## config.mk

```make
export PLATFORM = sky130hd
export DESIGN_NAME = fft_4_stream_ctrl
export DESIGN_NICKNAME = d
export VERILOG_FILES = /design/src/rtl/fft_4_stream_ctrl.sv
export SDC_FILE = /design/constraint.sdc
export NUM_CORES = 1
export LEC_CHECK = 0
export CORE_AREA = 2 2 507 509
export CTS_CLUSTER_DIAMETER = 80
export CTS_CLUSTER_SIZE = 24
export DETAILED_ROUTE_END_ITERATION = 12
export DIE_AREA = 0 0 509 511
export GPL_TIMING_DRIVEN = 0
export REMOVE_ABC_BUFFERS = 1
export SLEW_MARGIN = 5
export SYNTH_ARGS = -nofsm -noshare
export SYNTH_HDL_FRONTEND = slang
export SYNTH_SLANG_ARGS = --single-unit
```

## constraint.sdc

```tcl
create_clock -name clk -period 23.1 [get_ports clk]
set_input_delay 4.62 -clock clk [delete_from_list [all_inputs] [get_ports clk]]
set_output_delay 4.62 -clock clk [all_outputs]
set_load 0.05 [all_outputs]
```

## src/rtl/fft_4_stream_ctrl.sv

```systemverilog
// Streaming sequencer around an external combinational 4-point FFT core.
// Four input beats are gathered onto the core operand registers. After a
// programmable settle time, the four core results are snapshotted. The
// snapshot is then streamed out in natural order with valid/ready.
module fft_4_stream_ctrl #(
    parameter int DATA_WIDTH    = 64,
    parameter int SETTLE_CYCLES = 1
) (
    input  logic                  clk,
    input  logic                  rst,
    // input sample stream
    input  logic                  s_valid,
    output logic                  s_ready,
    input  logic [DATA_WIDTH-1:0] s_r,
    input  logic [DATA_WIDTH-1:0] s_i,
    // output sample stream
    output logic                  m_valid,
    input  logic                  m_ready,
    output logic [DATA_WIDTH-1:0] m_r,
    output logic [DATA_WIDTH-1:0] m_i,
    output logic                  m_last,
    output logic                  busy,
    // FFT core operands
    output logic [DATA_WIDTH-1:0] core_x1_r,
    output logic [DATA_WIDTH-1:0] core_x1_i,
    output logic [DATA_WIDTH-1:0] core_x2_r,
    output logic [DATA_WIDTH-1:0] core_x2_i,
    output logic [DATA_WIDTH-1:0] core_x3_r,
    output logic [DATA_WIDTH-1:0] core_x3_i,
    output logic [DATA_WIDTH-1:0] core_x4_r,
    output logic [DATA_WIDTH-1:0] core_x4_i,
    // FFT core results
    input  logic [DATA_WIDTH-1:0] core_y1_r,
    input  logic [DATA_WIDTH-1:0] core_y1_i,
    input  logic [DATA_WIDTH-1:0] core_y2_r,
    input  logic [DATA_WIDTH-1:0] core_y2_i,
    input  logic [DATA_WIDTH-1:0] core_y3_r,
    input  logic [DATA_WIDTH-1:0] core_y3_i,
    input  logic [DATA_WIDTH-1:0] core_y4_r,
    input  logic [DATA_WIDTH-1:0] core_y4_i
);

    localparam int                CNT_W       = $clog2(SETTLE_CYCLES + 1);
    localparam logic [CNT_W-1:0]  SETTLE_LAST = CNT_W'(SETTLE_CYCLES - 1);

    typedef enum logic [1:0] {
        ST_LOAD   = 2'd0,
        ST_SETTLE = 2'd1,
        ST_UNLOAD = 2'd2
    } state_t;

    state_t                  state;
    logic [1:0]              in_idx;
    logic [1:0]              out_idx;
    logic [CNT_W-1:0]        settle_cnt;

    logic [DATA_WIDTH-1:0]   x_r   [4];
    logic [DATA_WIDTH-1:0]   x_i   [4];
    logic [DATA_WIDTH-1:0]   buf_r [4];
    logic [DATA_WIDTH-1:0]   buf_i [4];
    logic [DATA_WIDTH-1:0]   y_r   [4];
    logic [DATA_WIDTH-1:0]   y_i   [4];

    // Operand registers drive the core directly; results are gathered into arrays.
    assign core_x1_r = x_r[0];
    assign core_x1_i = x_i[0];
    assign core_x2_r = x_r[1];
    assign core_x2_i = x_i[1];
    assign core_x3_r = x_r[2];
    assign core_x3_i = x_i[2];
    assign core_x4_r = x_r[3];
    assign core_x4_i = x_i[3];

    assign y_r[0] = core_y1_r;
    assign y_i[0] = core_y1_i;
    assign y_r[1] = core_y2_r;
    assign y_i[1] = core_y2_i;
    assign y_r[2] = core_y3_r;
    assign y_i[2] = core_y3_i;
    assign y_r[3] = core_y4_r;
    assign y_i[3] = core_y4_i;

    // Input is accepted only in LOAD, and never while reset is asserted.
    assign s_ready = (state == ST_LOAD) && !rst;

    // Output beat is selected from the snapshot buffer by the unload index.
    assign m_r    = buf_r[out_idx];
    assign m_i    = buf_i[out_idx];
    assign m_last = m_valid && (out_idx == 2'd3);

    // Frame sequencer: load four operands, settle, snapshot results, unload four beats.
    always_ff @(posedge clk) begin
        if (rst) begin
            state      <= ST_LOAD;
            in_idx     <= 2'd0;
            out_idx    <= 2'd0;
            settle_cnt <= '0;
            m_valid    <= 1'b0;
            busy       <= 1'b0;
            // NOTE: the operand and snapshot arrays are cleared on reset on
            // purpose, so the core sees zeros and m_r/m_i read 0 after reset;
            // this costs a reset net on every bit of these registers.
            for (int k = 0; k < 4; k++) begin
                x_r[k]   <= '0;
                x_i[k]   <= '0;
                buf_r[k] <= '0;
                buf_i[k] <= '0;
            end
        end else begin
            // NOTE: every register here uses <= so all updates take effect
            // together at the clock edge regardless of statement order.
            case (state)
                ST_LOAD: begin
                    if (s_valid) begin
                        x_r[in_idx] <= s_r;
                        x_i[in_idx] <= s_i;
                        if (in_idx == 2'd3) begin
                            in_idx     <= 2'd0;
                            settle_cnt <= '0;
                            busy       <= 1'b1;
                            state      <= ST_SETTLE;
                        end else begin
                            in_idx <= in_idx + 2'd1;
                        end
                    end
                end
                ST_SETTLE: begin
                    if (settle_cnt == SETTLE_LAST) begin
                        for (int k = 0; k < 4; k++) begin
                            buf_r[k] <= y_r[k];
                            buf_i[k] <= y_i[k];
                        end
                        m_valid <= 1'b1;
                        state   <= ST_UNLOAD;
                    end else begin
                        settle_cnt <= settle_cnt + 1'b1;
                    end
                end
                ST_UNLOAD: begin
                    if (m_ready) begin
                        if (out_idx == 2'd3) begin
                            out_idx <= 2'd0;
                            m_valid <= 1'b0;
                            busy    <= 1'b0;
                            state   <= ST_LOAD;
                        end else begin
                            out_idx <= out_idx + 2'd1;
                        end
                    end
                end
                default: begin
                    state   <= ST_LOAD;
                    m_valid <= 1'b0;
                    busy    <= 1'b0;
                end
            endcase
        end
    end

endmodule

```

==> flow_metrics.env, run 1 <==
export IMPL_global_route_total_overflow=0
export IMPL_grt_pass1_vias=26720
export IMPL_layout_cells_most_common_list="clkdlybuf4s50_1 (1287), and2_1 (1026), edfxtp_1 (1024), mux4_2 (128), clkbuf_16 (71)"
export IMPL_ys_seq_elements=1034
export IMPL_mappedNetlistArea_um2=41120
export IMPL_critical_path_sink_type="output port"
export IMPL_maximum_number_of_pins_on_one_net_before_global_route_repair=70
export IMPL_rsz0062_at_grt="no"
export IMPL_bufs_and_invs_on_worst_path=2
export IMPL_status="finished clean"
export IMPL_post_dp_hpwl_um=129300
export IMPL_timing_slew_headroom_pct=29.79
export IMPL_post_cts_resize_count=0
export IMPL_design_portCount=1288
export IMPL_finalSetupViolations=0
export IMPL_timing_clock_skew_ns=0.04719
export IMPL_clockBufferDepth=3
export IMPL_critPathSlowestCell="clkdlybuf4s50_1"
export IMPL_number_of_nets_in_the_layout=4295
export IMPL_number_of_instances_in_the_placed_design=6960
export IMPL_timing_critical_path_slowest_cell_delay_ns=0.89
export IMPL_initial_utilization_pct=16.11
export IMPL_worst_min_delay_path_class="reg2reg"
export IMPL_maxCapViolCount=0
export IMPL_global_route_wire_length_before_repair_um=220900
export IMPL_synth_yosys_warnings=0
export IMPL_cts_made_buffers=71
export IMPL_worst_path_most_repeated_cell="clkdlybuf4s50_1"
export IMPL_wire_length_reported_by_the_detailed_router_um=165500
export IMPL_synthDistinctLibCells=29
export IMPL_post_synth_inst_count=2369
export IMPL_start_kind="primary input"
export IMPL_clock_latency_on_the_worst_skew_pair_ns=0.71
export IMPL_clock_sinks=1034
export IMPL_worst_setup_hold_path_clk_slew_ns=0.09
export IMPL_cp_data_required_time_ns=18.48
export IMPL_port_buffer_count=1287
export IMPL_die_area_um2=260100
export IMPL_num_rows=186
export IMPL_period_utilisation_layout_pct=49.31
export IMPL_track_usage_pct=12.22
export IMPL_mostFrequentLayoutCell="clkdlybuf4s50_1"
export IMPL_worst_setup_path_type="in2out"
export IMPL_worst_ir_drop_vdd_mv=0.07994
export IMPL_grt_antenna_before_repair=57
export IMPL_core_um2=255300
export IMPL_detail_route_drc_violations=0
export IMPL_post_synthesis_mean_instance_area_um2=17.36
export IMPL_clk_root_buffer_cell="clkbuf_16"
export IMPL_syn_to_final_growth_pct=49.77
export IMPL_die_height_um=511
export IMPL_final_antenna_net_count=0
export IMPL_final_hold_viol_count=0
export IMPL_cts_hold_fix_buffers=0
export IMPL_instances_no_fill=7109
export IMPL_wire_per_inst_um=23.28
export IMPL_post_cts_setup_buffers=0
export IMPL_yosysSeqAreaShare_pct=75.27
export IMPL_achievable_frequency_mhz=87.79
export IMPL_routed_via_count=25540
export IMPL_holdWs_ns=0.5378
export IMPL_cp_data_arrival_time_ns=6.77
export IMPL_power_static_leakage_nw=21.28
export IMPL_worstPathMaxFanout=16
export IMPL_design_power_total_mw=4.287
export IMPL_drt_iter0_drc=1996
export IMPL_gp_congestion=0.8548
export IMPL_cts_htree_levels=3
export IMPL_cp_cell_sequence="clkdlybuf4s50_1 > nor3_1 > clkdlybuf4s50_1"
export IMPL_tritoncts_clock_tree="done"
export IMPL_drive_above_1_share_pct=8.885
export IMPL_maxSlewViolCount=0
export IMPL_die_width_um=509
export IMPL_worst_slew_pin_slew_ns=1.050
export IMPL_power_per_standard_cell_area_nw_per_um2=69.61
export IMPL_detailedRoute_firstPassIterationCount=5
export IMPL_cp_top_family="buffers and inverters"
export IMPL_min_period_ns=11.39
export IMPL_utilization_pct=24.12
export IMPL_vias_per_cell=3.593
==> final timing paths <==
| check | from | slack, ns | cells after the start | end |
|---|---|---|---|---|
| min reg2reg | m_valid | 0.54 | 1 | m_valid |
| min | m_valid | 0.54 | 1 | m_valid |
| max | rst | 11.71 | 3 | s_ready |
| max reg2reg | state[1] | 18.26 | 10 | buf_i[1][37] |
==> cells in the mapped netlist, drive strengths merged <==
master | number | area share, %
a21o | 1 | 0.018
a21oi | 4 | 0.049
a31o | 2 | 0.043
and2 | 1026 | 16
and3 | 1 | 0.015
buf | 25 | 0.33
clkbuf | 119 | 1.2
dfxtp | 10 | 0.49
edfxtp | 1024 | 75
ha | 2 | 0.061
mux2i | 3 | 0.073
mux4 | 128 | 7.0
nand2 | 3 | 0.027
nand2b | 2 | 0.030
nand3b | 1 | 0.018
nor2 | 6 | 0.055
nor3 | 2 | 0.037
nor3b | 3 | 0.067
nor4b | 1 | 0.021
o21a | 1 | 0.018
or2 | 3 | 0.046
or3 | 1 | 0.015
or4b | 1 | 0.033
==> per-layer routing <==
layer  part of all wire (%)  global-route usage (%)  vias up
li1                       -                       -    11110
met1                     35                   12.60    12870
met2                     49                   21.41     1280
met3                     13                   6.192      248
met4                    3.2                   3.686       28
met5                   0.11                       0        -
==> report_power, final <==
part	leakage [nW]	internal (mW)	total, mW	switching, mW
sequential	10.7	2.15	2.18	0.0301
combinational	9.33	0.240	0.634	0.393
clock	1.26	0.693	1.47	0.776
==> cells by family after synthesis <==
kind of cell,count (synthesis),synth area share (%)
and+or+nand+nor,1050,15.97
muxes,131,7.084
adders and majority gates,2,0.06085
AOI/OAI and AO/OA,8,0.1278
buffers and inverters,144,1.485
DFF,1034,75.27
==> stage by stage <==
stage	setup slack [ns]	cell area, um2	TNS, ns
finish	11.71	61590	0
global route	11.67	61550	0
CTS	11.77	61530	0
detailed placement	11.77	58900	0
global placement	-3.047	57630	-2167.10
floorplan	5.308	40510	0
==> layout make-up <==
cell class	instances	area, um2
fill	26330	193700
multi-input combinational	1191	9614
clock inverter	55	850.8
sequential	1034	30960
tap	3384	4234
timing repair buffer	1351	14090
antenna	22	55.05
clock buffer	72	1780
==> flip-flops by register name (all words and copies together) (netlist names), named ones only <==
name     flops
buf_i      256
buf_r      256
x_i        256
x_r        256
in_idx       2
out_idx      2
state        2
busy         1
m_valid      1
Note: power is estimated with default switching activity, not from simulation.
==> run 2, diff against run 1 <==
CORE_AREA = 2 2 506 508   (was 2 2 507 509)
DIE_AREA = 0 0 508 510   (was 0 0 509 511)
clock period = 9.15 ns   (was 23.1 ns; I/O delays follow)
==> run 2 against run 1 <==
Net effect: power grew to 2.5 times the previous value; combinational power grew to 2.5 times the previous value; hold slack worse by 0.031 ns; sequential power grew to 2.5 times the previous value; via count is 0.84% lower; highest routed layer unchanged; final area is 0.22% higher; non-clock buffer count is 3 higher; clock skew is 0.0066 ns higher; global-route usage is 0.19 points lower; setup slack worse by 8.4 ns; register-to-register slack worse by 13 ns; die area is 0.39% lower.
==> flow_metrics.env, run 2 (same netlist as run 1, synthesis figures left out) <==
export IMPL_maxSlewViolCount=0
export IMPL_holdWs_ns=0.5067
export IMPL_multi_input_comb_area_um2=9614
export IMPL_wire_per_inst_um=22.99
export IMPL_syn_to_final_growth_pct=50.10
export IMPL_initial_utilization_pct=16.22
export IMPL_maximum_number_of_pins_on_one_net_before_global_route_repair=72
export IMPL_worst_ir_drop_vdd_mv=0.1685
export IMPL_wire_length_reported_by_the_detailed_router_um=163000
export IMPL_fill_cell_instance_count_of_the_final_layout=26180
export IMPL_routed_via_count=25330
export IMPL_maxCapViolCount=0
export IMPL_post_cts_setup_buffers=0
export IMPL_min_period_ns=5.859
export IMPL_worst_slew_pin_slew_ns=0.9094
export IMPL_regToRegStartpoint="state[0]"
export IMPL_power_per_standard_cell_area_nw_per_um2=176.0
export IMPL_global_route_total_overflow=0
export IMPL_achievable_frequency_mhz=170.7
export IMPL_drive_above_1_share_pct=8.961
export IMPL_final_hold_viol_count=0
export IMPL_area_sequential_um2=30960
export IMPL_place_area_um2=58990
export IMPL_port_buffer_count=1287
export IMPL_post_cts_resize_count=0
export IMPL_clk_root_buffer_cell="clkbuf_16"
export IMPL_global_route_wire_length_before_repair_um=217800
export IMPL_gp_congestion=0.8172
export IMPL_period_utilisation_layout_pct=64.03
export IMPL_tritoncts_clock_tree="done"
export IMPL_hold_end="m_valid"
export IMPL_num_rows=185
export IMPL_detail_route_drc_violations=0
export IMPL_cp_data_arrival_time_ns=4.03
export IMPL_final_antenna_net_count=0
export IMPL_ff_to_ff_end="x_i[2][11]"
export IMPL_mostFrequentLayoutCell="clkdlybuf4s50_1"
export IMPL_hold_path_startpoint="m_valid"
export IMPL_die_width_um=508
export IMPL_reg2reg_setup_slack_ns=5.49
export IMPL_design_portCount=1288
export IMPL_setup_tns_final_ns=0
export IMPL_post_dp_hpwl_um=126000
export IMPL_clock_sinks=1034
export IMPL_start_kind="primary input"
export IMPL_number_of_nets_in_the_layout=4299
export IMPL_clock_latency_on_the_worst_skew_pair_ns=0.72
export IMPL_timing_slew_headroom_pct=39.19
export IMPL_detailedRoute_firstPassIterationCount=5
export IMPL_design_power_total_mw=10.86
export IMPL_worst_setup_hold_path_clk_slew_ns=0.10
export IMPL_track_usage_pct=12.03
export IMPL_cts_made_buffers=72
export IMPL_grt_antenna_before_repair=59
export IMPL_cts_hold_fix_buffers=0
export IMPL_core_um2=253500
export IMPL_cts_htree_levels=3
export IMPL_worst_r2r_path_depth=7
export IMPL_vias_per_cell=3.572
export IMPL_drt_iter0_drc=1827
export IMPL_rsz0062_at_grt="no"
export IMPL_utilization_pct=24.35
export IMPL_grt_pass1_vias=26600
export IMPL_worst_setup_path_type="in2out"
export IMPL_final_area_um2=61720
export IMPL_die_height_um=510
export IMPL_clockBufferDepth=3
export IMPL_hold_path_depth=1
export IMPL_timing_clock_skew_ns=0.05377
export IMPL_layout_cells_most_common_list="clkdlybuf4s50_1 (1287), and2_1 (1026), edfxtp_1 (1024), mux4_2 (128), clkbuf_16 (74)"
export IMPL_worst_min_delay_path_class="reg2reg"
export IMPL_cp_data_required_time_ns=7.32
export IMPL_power_static_leakage_nw=21.37
export IMPL_status="finished clean"
export IMPL_finalSetupViolations=0
export IMPL_critical_path_sink_type="output port"
export IMPL_die_area_um2=259100
export IMPL_worstPathMaxFanout=16
==> run 2: changes by cell type in the layout (fill, tap and decap cells not counted), moves of 2 or more <==
cell and change:
buf_16 +5, clkinvlp_4 -5, clkbuf_16 +3, diode_2 -3, buf_6 -2, clkinv_1 -2, clkinv_16 +2, clkinv_2 +2
clkinv_4 -2, inv_6 +2
==> run 2: final cells by class <==
class / instances / share of cell area, %
tap: 3366 / 6.824
multi-input combinational: 1191 / 15.58
clock buffer: 76 / 3.012
sequential: 1034 / 50.16
antenna: 19 / 0.07703
timing repair buffer: 1354 / 23.01
clock inverter: 50 / 1.338
==> run 2: worst max-delay path by stage <==
stage	start	end	slack, ns	cells after the start
CTS	flip-flop	m_r[57]	3.25	5
detailed placement	rst	x_i[2][61]	3.10	8
floorplan	rst	buf_i[0][0]	-5.85	1
global placement	rst	buf_i[0][60]	-14.94	3
global route	rst	s_ready	3.19	3
finish	rst	s_ready	3.29	3
==> run 2: metrics by stage <==
| stage | worst slack [ns] | cells |
|---|---|---|
| floorplan | -5.852 | 2225 |
| global placement | -14.94 | 6878 |
| detailed placement | 3.100 | 6945 |
| CTS | 3.247 | 7071 |
| global route | 3.185 | 7081 |
| finish | 3.291 | 7090 |
==> run 2: report_power, final <==
group          internal [mW]  leakage, nW  switching, mW
Sequential              5.44         10.7         0.0725
Combinational          0.608         9.38          0.991
Clock                   1.78         1.30           1.97
Total                   7.83         21.4           3.03
==> run 2: routing by layer <==
| metal | wire, um | share of wire [%] | GRT usage, % |
|---|---|---|---|
| met5 | 114 | 0.070 | 0 |
| met4 | 4876 | 3.0 | 4.349 |
| met3 | 19590 | 12 | 5.709 |
| met2 | 81860 | 50 | 21.15 |
| met1 | 56580 | 35 | 12.40 |
==> run 2: worst max-delay path: stages <==
cell and delay (ns):
clkdlybuf4s50_1 0.81, nor3_1 0.44, clkdlybuf4s50_1 0.93
==> run 3, diff against run 2 <==
clock period = 5.2 ns   (was 9.15 ns; I/O delays follow)
==> results of run 3 <==
The final DEF is identical to that of run 2. Status: finished clean.
Main changes from that run: setup slack after placement 3.100 ns -> -0.05976 ns; setup slack after layout 3.291 ns -> 0.4123 ns; end point of the critical path s_ready -> m_r[57]; register-to-register setup slack 5.49 ns -> 1.54 ns; total power 10.86 mW -> 19.11 mW; worst IR drop on VDD 0.1685 mV -> 0.2965 mV
